$ cat src/rtl/rggen_lock_ctrl_pkg.sv
`default_nettype none
// +----------------------------------------------------------------------+
// | Module : rggen_lock_ctrl_pkg                                         |
// | Brief  : Shared types and helpers for the key-sequence lock ctrl.    |
// | Rev    : 1.0 - initial release                                       |
// +----------------------------------------------------------------------+
package rggen_lock_ctrl_pkg;

  typedef enum logic [1:0] {
    LOCKED    = 2'd0,
    KEY1_WAIT = 2'd1,
    UNLOCKED  = 2'd2,
    HARD      = 2'd3
  } rggen_lock_state_e;

  // Error counter width: enough to hold ERROR_LIMIT, never narrower than 1 bit.
  function automatic int calc_ecw(input int limit);
    int w;
    w = $clog2(limit + 1);
    return (w < 1) ? 1 : w;
  endfunction

endpackage : rggen_lock_ctrl_pkg
`default_nettype wire

$ cat src/rtl/rggen_lock_ctrl_timer.sv
`default_nettype none
// +----------------------------------------------------------------------+
// | Module : rggen_lock_ctrl_timer                                       |
// | Brief  : Unlock-window down counter: loads on entry, counts while    |
// |          active, flags expiry in the last active cycle.              |
// | Rev    : 1.0 - initial release                                       |
// +----------------------------------------------------------------------+
module rggen_lock_ctrl_timer #(
  parameter int TIMEOUT = 256
) (
  input  logic i_clk,
  input  logic i_rst,
  input  logic i_load,
  input  logic i_active,
  output logic o_expired
);

  localparam int CW = $clog2(TIMEOUT + 1);
  localparam logic [CW-1:0] c_load_val = CW'(TIMEOUT - 1);

  logic [CW-1:0] r_count;

  // Load on entry, decrement while unlocked, park at zero otherwise.
  always_ff @(posedge i_clk) begin
    if (i_rst) begin
      r_count <= '0;
    end else if (i_load) begin
      r_count <= c_load_val;
    end else if (i_active && (r_count != '0)) begin
      r_count <= r_count - 1'b1;
    end else if (!i_active) begin
      r_count <= '0;
    end
  end

  // Zero while active means this is the final unlocked cycle.
  assign o_expired = i_active && (r_count == '0);

endmodule : rggen_lock_ctrl_timer
`default_nettype wire

$ cat src/rtl/rggen_lock_ctrl.sv
`default_nettype none
// +----------------------------------------------------------------------+
// | Module : rggen_lock_ctrl                                             |
// | Brief  : Key-sequence lock controller driving i_lock of rwl fields.  |
// |          Optional unlock timeout: define RGGEN_LOCK_CTRL_TIMEOUT_EN. |
// | Rev    : 1.0 - initial release                                       |
// +----------------------------------------------------------------------+
module rggen_lock_ctrl
  import rggen_lock_ctrl_pkg::*;
#(
  parameter int                   KEY_WIDTH   = 32,
  parameter logic [KEY_WIDTH-1:0] KEY0        = 32'h0000_C0DE,
  parameter logic [KEY_WIDTH-1:0] KEY1        = 32'h0000_FACE,
  parameter bit                   ONE_SHOT    = 1'b1,
  parameter int                   ERROR_LIMIT = 4,
  parameter int                   TIMEOUT     = 256,
  localparam int                  ECW         = calc_ecw(ERROR_LIMIT)
) (
  input  logic                 i_clk,
  input  logic                 i_rst,
  input  logic                 i_key_valid,
  input  logic [KEY_WIDTH-1:0] i_key_data,
  input  logic                 i_lock_req,
  input  logic                 i_field_write,
  output logic                 o_lock,
  output logic                 o_key_error,
  output logic                 o_hard_lock,
  output logic [ECW-1:0]       o_error_count
);

  localparam logic [ECW-1:0] c_err_limit = ECW'(ERROR_LIMIT);

  if (KEY0 == KEY1) begin : g_key_conflict
    $error("rggen_lock_ctrl: KEY0 and KEY1 must differ");
  end

  if (TIMEOUT < 1) begin : g_timeout_range
    $error("rggen_lock_ctrl: TIMEOUT must be at least 1");
  end

  rggen_lock_state_e r_state;
  rggen_lock_state_e w_state_nxt;
  logic              w_bad_key;
  logic              w_unlock;
  logic              w_timeout;
  logic [ECW-1:0]    w_cnt_inc;
  logic [ECW-1:0]    r_err_cnt;
  logic              r_lock;
  logic              r_key_error;
  logic              r_hard_lock;

`ifdef RGGEN_LOCK_CTRL_TIMEOUT_EN
  logic w_timer_load;
  assign w_timer_load = (w_state_nxt == UNLOCKED) && (r_state != UNLOCKED);

  rggen_lock_ctrl_timer #(
    .TIMEOUT (TIMEOUT)
  ) u_timer (
    .i_clk     (i_clk),
    .i_rst     (i_rst),
    .i_load    (w_timer_load),
    .i_active  (r_state == UNLOCKED),
    .o_expired (w_timeout)
  );
`else
  assign w_timeout = 1'b0;
`endif

  // Saturating increment of the consecutive bad-key count.
  assign w_cnt_inc = (r_err_cnt == c_err_limit) ? r_err_cnt : r_err_cnt + 1'b1;

  // State register.
  always_ff @(posedge i_clk) begin
    if (i_rst) begin
      r_state <= LOCKED;
    end else begin
      r_state <= w_state_nxt;
    end
  end

  // Next-state decode; bad keys that reach the limit divert straight to HARD.
  always_comb begin
    w_state_nxt = r_state;
    w_bad_key   = 1'b0;
    w_unlock    = 1'b0;
    case (r_state)
      LOCKED: begin
        if (i_key_valid) begin
          if (i_key_data == KEY0) w_state_nxt = KEY1_WAIT;
          else                    w_bad_key   = 1'b1;
        end
      end
      KEY1_WAIT: begin
        // A relock request wins over a simultaneous key write and never counts as an error.
        if (i_lock_req) begin
          w_state_nxt = LOCKED;
        end else if (i_key_valid) begin
          if (i_key_data == KEY1) begin
            w_state_nxt = UNLOCKED;
            w_unlock    = 1'b1;
          end else if (i_key_data != KEY0) begin
            w_state_nxt = LOCKED;
            w_bad_key   = 1'b1;
          end
        end
      end
      UNLOCKED: begin
        if (i_lock_req || i_key_valid || (ONE_SHOT && i_field_write) || w_timeout) begin
          w_state_nxt = LOCKED;
        end
      end
      HARD:    w_state_nxt = HARD;
      default: w_state_nxt = LOCKED;
    endcase
    if (w_bad_key && (ERROR_LIMIT != 0) && (w_cnt_inc == c_err_limit)) begin
      w_state_nxt = HARD;
    end
  end

  // Error counter: cleared by a successful unlock, bumped by each bad key.
  always_ff @(posedge i_clk) begin
    if (i_rst) begin
      r_err_cnt <= '0;
    end else if (w_unlock) begin
      r_err_cnt <= '0;
    end else if (w_bad_key) begin
      r_err_cnt <= w_cnt_inc;
    end
  end

  // Output registers follow the next state so they line up with r_state.
  always_ff @(posedge i_clk) begin
    if (i_rst) begin
      r_lock      <= 1'b1;
      r_key_error <= 1'b0;
      r_hard_lock <= 1'b0;
    end else begin
      r_lock      <= (w_state_nxt != UNLOCKED);
      r_key_error <= w_bad_key;
      r_hard_lock <= (w_state_nxt == HARD);
    end
  end

  assign o_lock        = r_lock;
  assign o_key_error   = r_key_error;
  assign o_hard_lock   = r_hard_lock;
  assign o_error_count = r_err_cnt;

endmodule : rggen_lock_ctrl
`default_nettype wire

$ cat config.mk
export PLATFORM = sky130hd
export DESIGN_NAME = rggen_lock_ctrl
export DESIGN_NICKNAME = d
export VERILOG_FILES = /design/src/rtl/rggen_lock_ctrl_pkg.sv /design/src/rtl/rggen_lock_ctrl_timer.sv /design/src/rtl/rggen_lock_ctrl.sv
export SDC_FILE = /design/constraint.sdc
export NUM_CORES = 1
export LEC_CHECK = 0
export CAP_MARGIN = 10
export CORE_UTILIZATION = 33
export DETAILED_ROUTE_END_ITERATION = 8
export PLACE_DENSITY = 0.82
export SLEW_MARGIN = 20
export SYNTH_ARGS = -nofsm -noshare
export SYNTH_HDL_FRONTEND = slang
export SYNTH_HIERARCHICAL = 1
export SYNTH_SLANG_ARGS = --single-unit
$ cat constraint.sdc
create_clock -name i_clk -period 3.05 [get_ports i_clk]
set_input_delay 0.915 -clock i_clk [delete_from_list [all_inputs] [get_ports i_clk]]
set_output_delay 0.915 -clock i_clk [all_outputs]
set_load 0.01 [all_outputs]
Yosys cells after proc, flatten, opt, wreduce, memory -nomap -nowiden
Cells that the tools add are included.
{"block": "word_totals", "reg_bits": 8, "latchBits": 0, "ram_bits": 0, "romBits": 0, "input_bits": 37, "memories": 0}
{"block": "classes", "add_sub_neg": 1, "mul": 0, "div_mod_pow": 0, "magnitude_cmp": 0, "eq_ne": 10, "shifts": 0, "muxes": 21, "bitwise_logic": 0, "n_reduce_logical": 5}
{"cell": "$eq A32 B16 Y1 const B", "n": 2}
{"cell": "$ne A32 B16 Y1 const B", "n": 1}
{"cell": "$mux W2", "n": 8}
{"cell": "$mux W1", "n": 10}
{"cell": "$pmux W2 S4", "n": 1}
{"cell": "$eq A2 B2 Y1 const B", "n": 3}
{"cell": "$eq A3 B3 Y1 const B", "n": 2}
{"cell": "$add A3 B1 Y3 const B", "n": 1}
{"cell": "$mux W3", "n": 1}
{"cell": "$eq A2 B1 Y1 const B", "n": 1}
{"cell": "$logic_not A2 Y1", "n": 1}
{"cell": "$logic_or A1 B1 Y1", "n": 2}
{"cell": "$ne A2 B2 Y1 const B", "n": 1}
{"cell": "$pmux W1 S2", "n": 1}
{"cell": "$reduce_or A2 Y1", "n": 1}
{"cell": "$logic_and A1 B1 Y1", "n": 1}

Longest topological paths before layout
Gate-level depths: netlist (run 1).
{"block": "logic_depth", "ltp_word": 9, "depth_mapped": 7}

Worst setup path after synthesis (run 1)
OpenSTA, ideal clock, no wires.
{"block": "synth_path", "kind": "input port to flip-flop", "start": "in i_key_data[17]", "end": "reg r_lock, in the netlist o_lock", "setup_time_ps": 127, "arrival_time_ps": 2162, "slack_ps": 761, "cell_stages": 5, "cell_sequence": "nor4_2 nand4_1 a211o_1 a22oi_1 or3b_1"}
{"block": "synth_between", "elab_chain_len": 9}
{"item": "start, declared", "line_no": "rggen_lock_ctrl.sv:22", "source": "input logic [KEY_WIDTH-1:0] i_key_data,"}
{"item": "$ne A32 B16 Y1", "line_no": "rggen_lock_ctrl.sv:101", "source": "end else if (i_key_data != KEY0) begin"}
{"item": "$mux W1", "line_no": "rggen_lock_ctrl.sv:101"}
{"item": "$mux W1", "line_no": "rggen_lock_ctrl.sv:98", "source": "if (i_key_data == KEY1) begin"}
{"item": "$mux W1", "line_no": "rggen_lock_ctrl.sv:97", "source": "end else if (i_key_valid) begin"}
{"item": "$mux W1", "line_no": "rggen_lock_ctrl.sv:95", "source": "if (i_lock_req) begin"}
{"item": "$pmux W1 S2", "line_no": "rggen_lock_ctrl.sv:86", "source": "case (r_state)"}
{"item": "$logic_and A1 B1 Y1", "line_no": "rggen_lock_ctrl.sv:115", "source": "if (w_bad_key && (ERROR_LIMIT != 0) && (w_cnt_inc == c_err_limit)) begin"}
{"item": "$mux W2 (*)", "line_no": "rggen_lock_ctrl.sv:115"}
{"item": "$ne A2 B2 Y1 (*)", "line_no": "rggen_lock_ctrl.sv:138", "source": "r_lock <= (w_state_nxt != UNLOCKED);"}
{"item": "end signal, assigned", "line_no": "rggen_lock_ctrl.sv:138"}
{"item": "end, declared", "line_no": "rggen_lock_ctrl.sv:48", "source": "logic r_lock;"}
Every way passes the cells marked *; elsewhere a longest branch is shown, timed or not.
A chain may end at the register's enable or synchronous reset.

Worst setup path in the final report (run 1)
Same ends and word-level chain as after synthesis.

==> flow_summary.ini, run 1 <==
[floorplanning]
initial_utilization = 0.374
die-area_mm2 = 0.00173
die_w_um = 41.6
rows = 13
ios = 43
fp.dieH_um = 41.6
fp.coreArea_mm2 = 0.00138

[critical_path]
path_buf_inv = 1
cp_cell_sequence = clkdlybuf4s50_1 -> nor4_2 -> nand4_1 -> a211o_1 -> a22oi_1 -> or3b_1
r2r_start = o_error_count[0]$_SDFFE_PP0P_
r2r_cells = 6
slowest_stage = clkdlybuf4s50_1
critPathRequiredTime_ns = 3.18
crit_start = i_key_data[17]
critical_path_arrival_ns = 2.78
worstSetupEndpointType = flop
cp_top_family = simple AND/OR/NAND/NOR gates
slowest_delay_ns = 0.41
critPathKind = in2reg
cp.depth = 6
r2r-end = o_lock$_SDFF_PP1_
r2r_slack_ns = 0.97
worstPathMaxFanout = 4
start_kind = input port

[route]
firstDrtPassIters = 4
viasPerCell = 5.85
drt_iter0_markers = 20
wirelength_um = 1700
drc = 0
vias = 719
ant_nets = 0
routedWlPerCell_um = 13.8

[synth]
ys_ff_latch = 8
netlist_instances = 62
synth_area_um2 = 517
synth_top_cell_area_share = 0.310
syn-mean-instance-area_um2 = 8.33
ys_warn_count = 6
ys_types = 28
yosysTopAreaCell = dfxtp_1
synth_area_leaders = dfxtp_1, a21oi_1, nor4_1
yosysSeqAreaShare = 0.310
syn_nets = 101

[place]
routabilityCongestion = 0.792
dpl.hpwl_um = 1440
dpl_worst_slack_ns = 0.168
io_buffer_count = 42

[pwr]
p_per_area_mw_per_mm2 = 276
peakVddDrop_v = 0.000139
p_leak_nw = 0.349

[clock_tree]
cts_buffers = 3
root_buffer = clkbuf_4
cts_tree = done
clockBufferDepth = 2
path_clk_slew_ns = 0.05
cts.htree.levels = 1
clock_latency_ns = 0.25
cts_hold_buf = 0
post_cts_resized = 0
cts_setup_buffers = 0
clock-sinks = 8

[global_routing]
grt_pass1_wl_um = 2880
track_usage = 0.211
grt_pass1_vias = 692
antenna_found_initial = 0
globalRoute.totalOverflow = 0
grt_max_degree = 8

[timing]
rsz0062_at_grt = no
fin_setup_tns_ns = 0
hold_viol = 0
period_share = 0.867
tightest_slew_ns = 0.366
setup_viol = 0
max_slew_margin = 0.754
period_needed_ns = 2.65
finClkSkew_ns = 0.00364
fmax_ghz = 0.378
setup_slack_ns = 0.405
finalMaxSlewViolations = 0

[hold_path]
min_delay_worst_endpoint = o_hard_lock$_SDFF_PP0_
whs_path_depth = 2
hold_class = reg2reg
hold_start = r_state[1]$_SDFF_PP0_

[final_layout]
final_util = 0.713
nNetsFinal = 149
syn2layout_area_growth_pct = 90.8
diodes = 0
drive_gt1_frac = 0.0833
nFillCells = 119

[flow_run]
cap_violations = 0

[outcome]
status = complete, no violations
[power breakdown]
| group | internal [mW] | switching (mW) |
|---|---|---|
| combinational | 0.0576 | 0.0240 |
| clock | 0.0449 | 0.0336 |
| sequential | 0.108 | 0.00406 |
| total | 0.211 | 0.0616 |
[layout by cell type, fill, tap and decap left out, types with 2 or more instances in the layout]
cell type        netlist  layout
clkdlybuf4s50_1        0      42
nor3_1                 4       4
ha_1                   2       2
inv_1                  2       2
nor4_1                 5       5
dfxtp_1                8       8
nand3_1                2       2
a21oi_1                7       7
and4bb_2               2       2
nand2_1                6       6
clkbuf_4               0       3
a21o_1                 2       2
and4b_1                2       2
o21ai_0                4       4
[metrics by stage]
step | hold slack (ns) | power [mW] | cells | area (µm²)
2_1_floorplan | 0.465 | 0.136 | 62 | 517
3_3_place_gp | 0.499 | 0.193 | 120 | 963
3_5_place_dp | 0.516 | 0.195 | 120 | 963
4_1_cts | 0.529 | 0.273 | 123 | 986
5_1_grt | 0.550 | 0.285 | 123 | 986
6_report | 0.526 | 0.272 | 123 | 986
[Yosys cell counts, drive strengths merged]
library cell / number
o21a: 1
a211o: 1
nand3: 2
nand4: 1
nor4b: 1
a21o: 2
or4b: 1
nor2b: 1
or3b: 2
nand2: 6
and4bb: 2
ha: 2
inv: 2
dfxtp: 8
o22ai: 1
a22oi: 1
nor4: 6
nor3b: 1
a21oi: 7
a211oi: 1
nor2: 1
nor3: 4
o21ai: 4
or3: 1
a41oi: 1
and4b: 2
[worst max-delay path by stage]
stage	end
2_1_floorplan	o_lock$_SDFF_PP1_
3_3_place_gp	o_lock$_SDFF_PP1_
3_5_place_dp	o_lock$_SDFF_PP1_
4_1_cts	o_lock$_SDFF_PP1_
5_1_grt	o_lock$_SDFF_PP1_
6_report	o_lock$_SDFF_PP1_
[layer usage]
layer  global-route usage  up-vias  routed length [µm]
li1                     -      341                   -
met1                0.222      330                 601
met2                0.384       42                 913
met3               0.0435        6                 115
met4                0.116        0                  65
met5                    0        -                   0
[sequential cells by signal, summed over array words and instances, names as in the netlist]
register / cells
o_error_count: 3
r_state: 2
o_hard_lock: 1
o_key_error: 1
o_lock: 1
[layout make-up]
| cell class | instances | area (µm²) | share of cell area |
|---|---|---|---|
| tap | 15 | 18.8 | 0.0190 |
| inverter | 2 | 7.51 | 0.00761 |
| sequential | 8 | 160 | 0.162 |
| multi-input combinational | 52 | 349 | 0.354 |
| timing repair buffer | 43 | 428 | 0.434 |
| clock buffer | 3 | 22.5 | 0.0228 |
[logic make-up after synthesis]
group                      count (synthesis)  synth area share
buffers and inverters                      2            0.0145
and+or+nand+nor                           31             0.402
DFF                                        8             0.310
adders and majority gates                  2            0.0484
AOI/OAI and AO/OA                         19             0.225
[tightest hold or removal path, cell delays in order, from the launching register on]
cell and delay (ns):
dfxtp_1 0.34, nand2_1 0.07, a21oi_1 0.06
No activity file was read; power rests on OpenSTA's default activity.
==> run 2: changes to the inputs <==
--- a/config.mk
+++ b/config.mk
@@ -5,10 +5,12 @@
 export SDC_FILE = /design/constraint.sdc
 export NUM_CORES = 1
 export LEC_CHECK = 0
-export CAP_MARGIN = 10
+export ABC_CLOCK_PERIOD_IN_PS = 3050
+export CAP_MARGIN = 20
 export CORE_UTILIZATION = 33
 export DETAILED_ROUTE_END_ITERATION = 8
 export PLACE_DENSITY = 0.82
+export SETUP_SLACK_MARGIN = 0.15
 export SLEW_MARGIN = 20
 export SYNTH_ARGS = -nofsm -noshare
 export SYNTH_HDL_FRONTEND = slang
==> results of run 2 <==
Final layout, timing and power as in run 1 (identical DEF).
==> variant: new RTL, settings of run 1 <==
Change the parameter `KEY_WIDTH` from 32 to 48.
--- a/src/rtl/rggen_lock_ctrl.sv
+++ b/src/rtl/rggen_lock_ctrl.sv
@@ -10,3 +10,3 @@
 #(
-  parameter int                   KEY_WIDTH   = 32,
+  parameter int                   KEY_WIDTH   = 48,
   parameter logic [KEY_WIDTH-1:0] KEY0        = 32'h0000_C0DE,
Ports: changed (resized i_key_data); port bits go from 43 to 59. No check against the original RTL was run, so the function may have changed too.
==> variant against run 1 <==
  * Wire length grew 17%
  * Area after synthesis grew 16%
  * Global-route usage grew 0.29 points
  * Final area grew 26%
  * Critical path depth is the same
  * Largest cell class unchanged
  * First-iteration DRC count shrank 30%
  * Setup slack lost 0.022 ns
  * Sequential cell count is the same
  * Power grew 8.0%
  * Critical path type unchanged
==> variant: results (changes against run 1) <==
- R2R depth: 7 (+1)
- Critical Path Slowest Stage Cell: a2111o_1
- Synth Area in Adders: 4.18% (-0.66 points)
- First-pass GRT wire length: 3180 µm (+10%)
- Fillers: 149 (+25%)
- Mapped Nets: 127 (+26%)
- Post-DR vias/cell: 5.33 (-8.8%)
- Post-DP Area: 0.00122 mm² (+26%)
- Metal1 wirelength: 724 µm (+20%)
- Routed WL per cell: 12.4 µm (-9.8%)
- DRT iter0 DRCs: 14 (-30%)
- Max incr delay on CP: 0.54 ns (+0.13 ns)
- Max-slew headroom: 72.1% (-3.3 points)
- PortBufs: 58 (+38%)
- CP arrival: 2.82 ns (+0.04 ns)
- GR Layer Usage met1: 21.6% (-0.59 points)
- CP Launch Point: i_key_data[6]
- Clock Skew: 0.00196 ns (-0.00168 ns)
- Compound-Gate Fraction of Synth Area: 22.6% (+0.076 points)
- Layout cells sized above 1: 6.72% (-1.6 points)
- Largest cells by area after synthesis: dfxtp_1 (27%), nor4_1 (8.4%), nand4_1 (5.2%)
- R2R Path End: r_state[0]$_SDFF_PP0_
- Vias in the first global route: 816 (+18%)
- Setup ws final: 0.383 ns (-0.0219 ns)
- Status: finished clean
- Static leakage: 0.436 nW (+25%)
- Setup crit end: o_error_count[1]$_SDFFE_PP0P_
- Met3 wire len: 132 µm (+15%)
- FF-to-FF setup slack: 0.93 ns (-0.04 ns)
- Post-synthesis cell type count: 35 (+25%)
- Nets: 191 (+28%)
- Clock power share: 25.9% (-2.9 points)
[variant: changes by cell type after synthesis, moves of 3 or more]
| cell | before | now |
|---|---|---|
| nor4_1 | 5 | 8 |
| nand2_1 | 6 | 2 |
| nand4_1 | 1 | 5 |
| nor2_1 | 1 | 6 |
| o21ai_0 | 4 | 1 |
| a21oi_1 | 7 | 3 |
| nand2b_1 | 0 | 3 |
[variant: layout make-up]
class	count	area (µm²)	area share (%)
Multi-Input combinational cell	62	430	34.7
Clock buffer	3	22.5	1.82
Timing Repair Buffer	59	588	47.4
Tap cell	25	31.3	2.52
Inverter	2	7.51	0.605
Sequential cell	8	160	12.9
[variant: metrics by stage]
step	hold slack [ns]	power (mW)	utilization (%)	std cells
floorplan	0.537	0.137	-	72
global route	0.573	0.308	72.6	159
global placement	0.525	0.217	71.3	156
finish	0.548	0.294	72.6	159
CTS	0.555	0.296	72.6	159
detailed placement	0.548	0.220	71.3	156
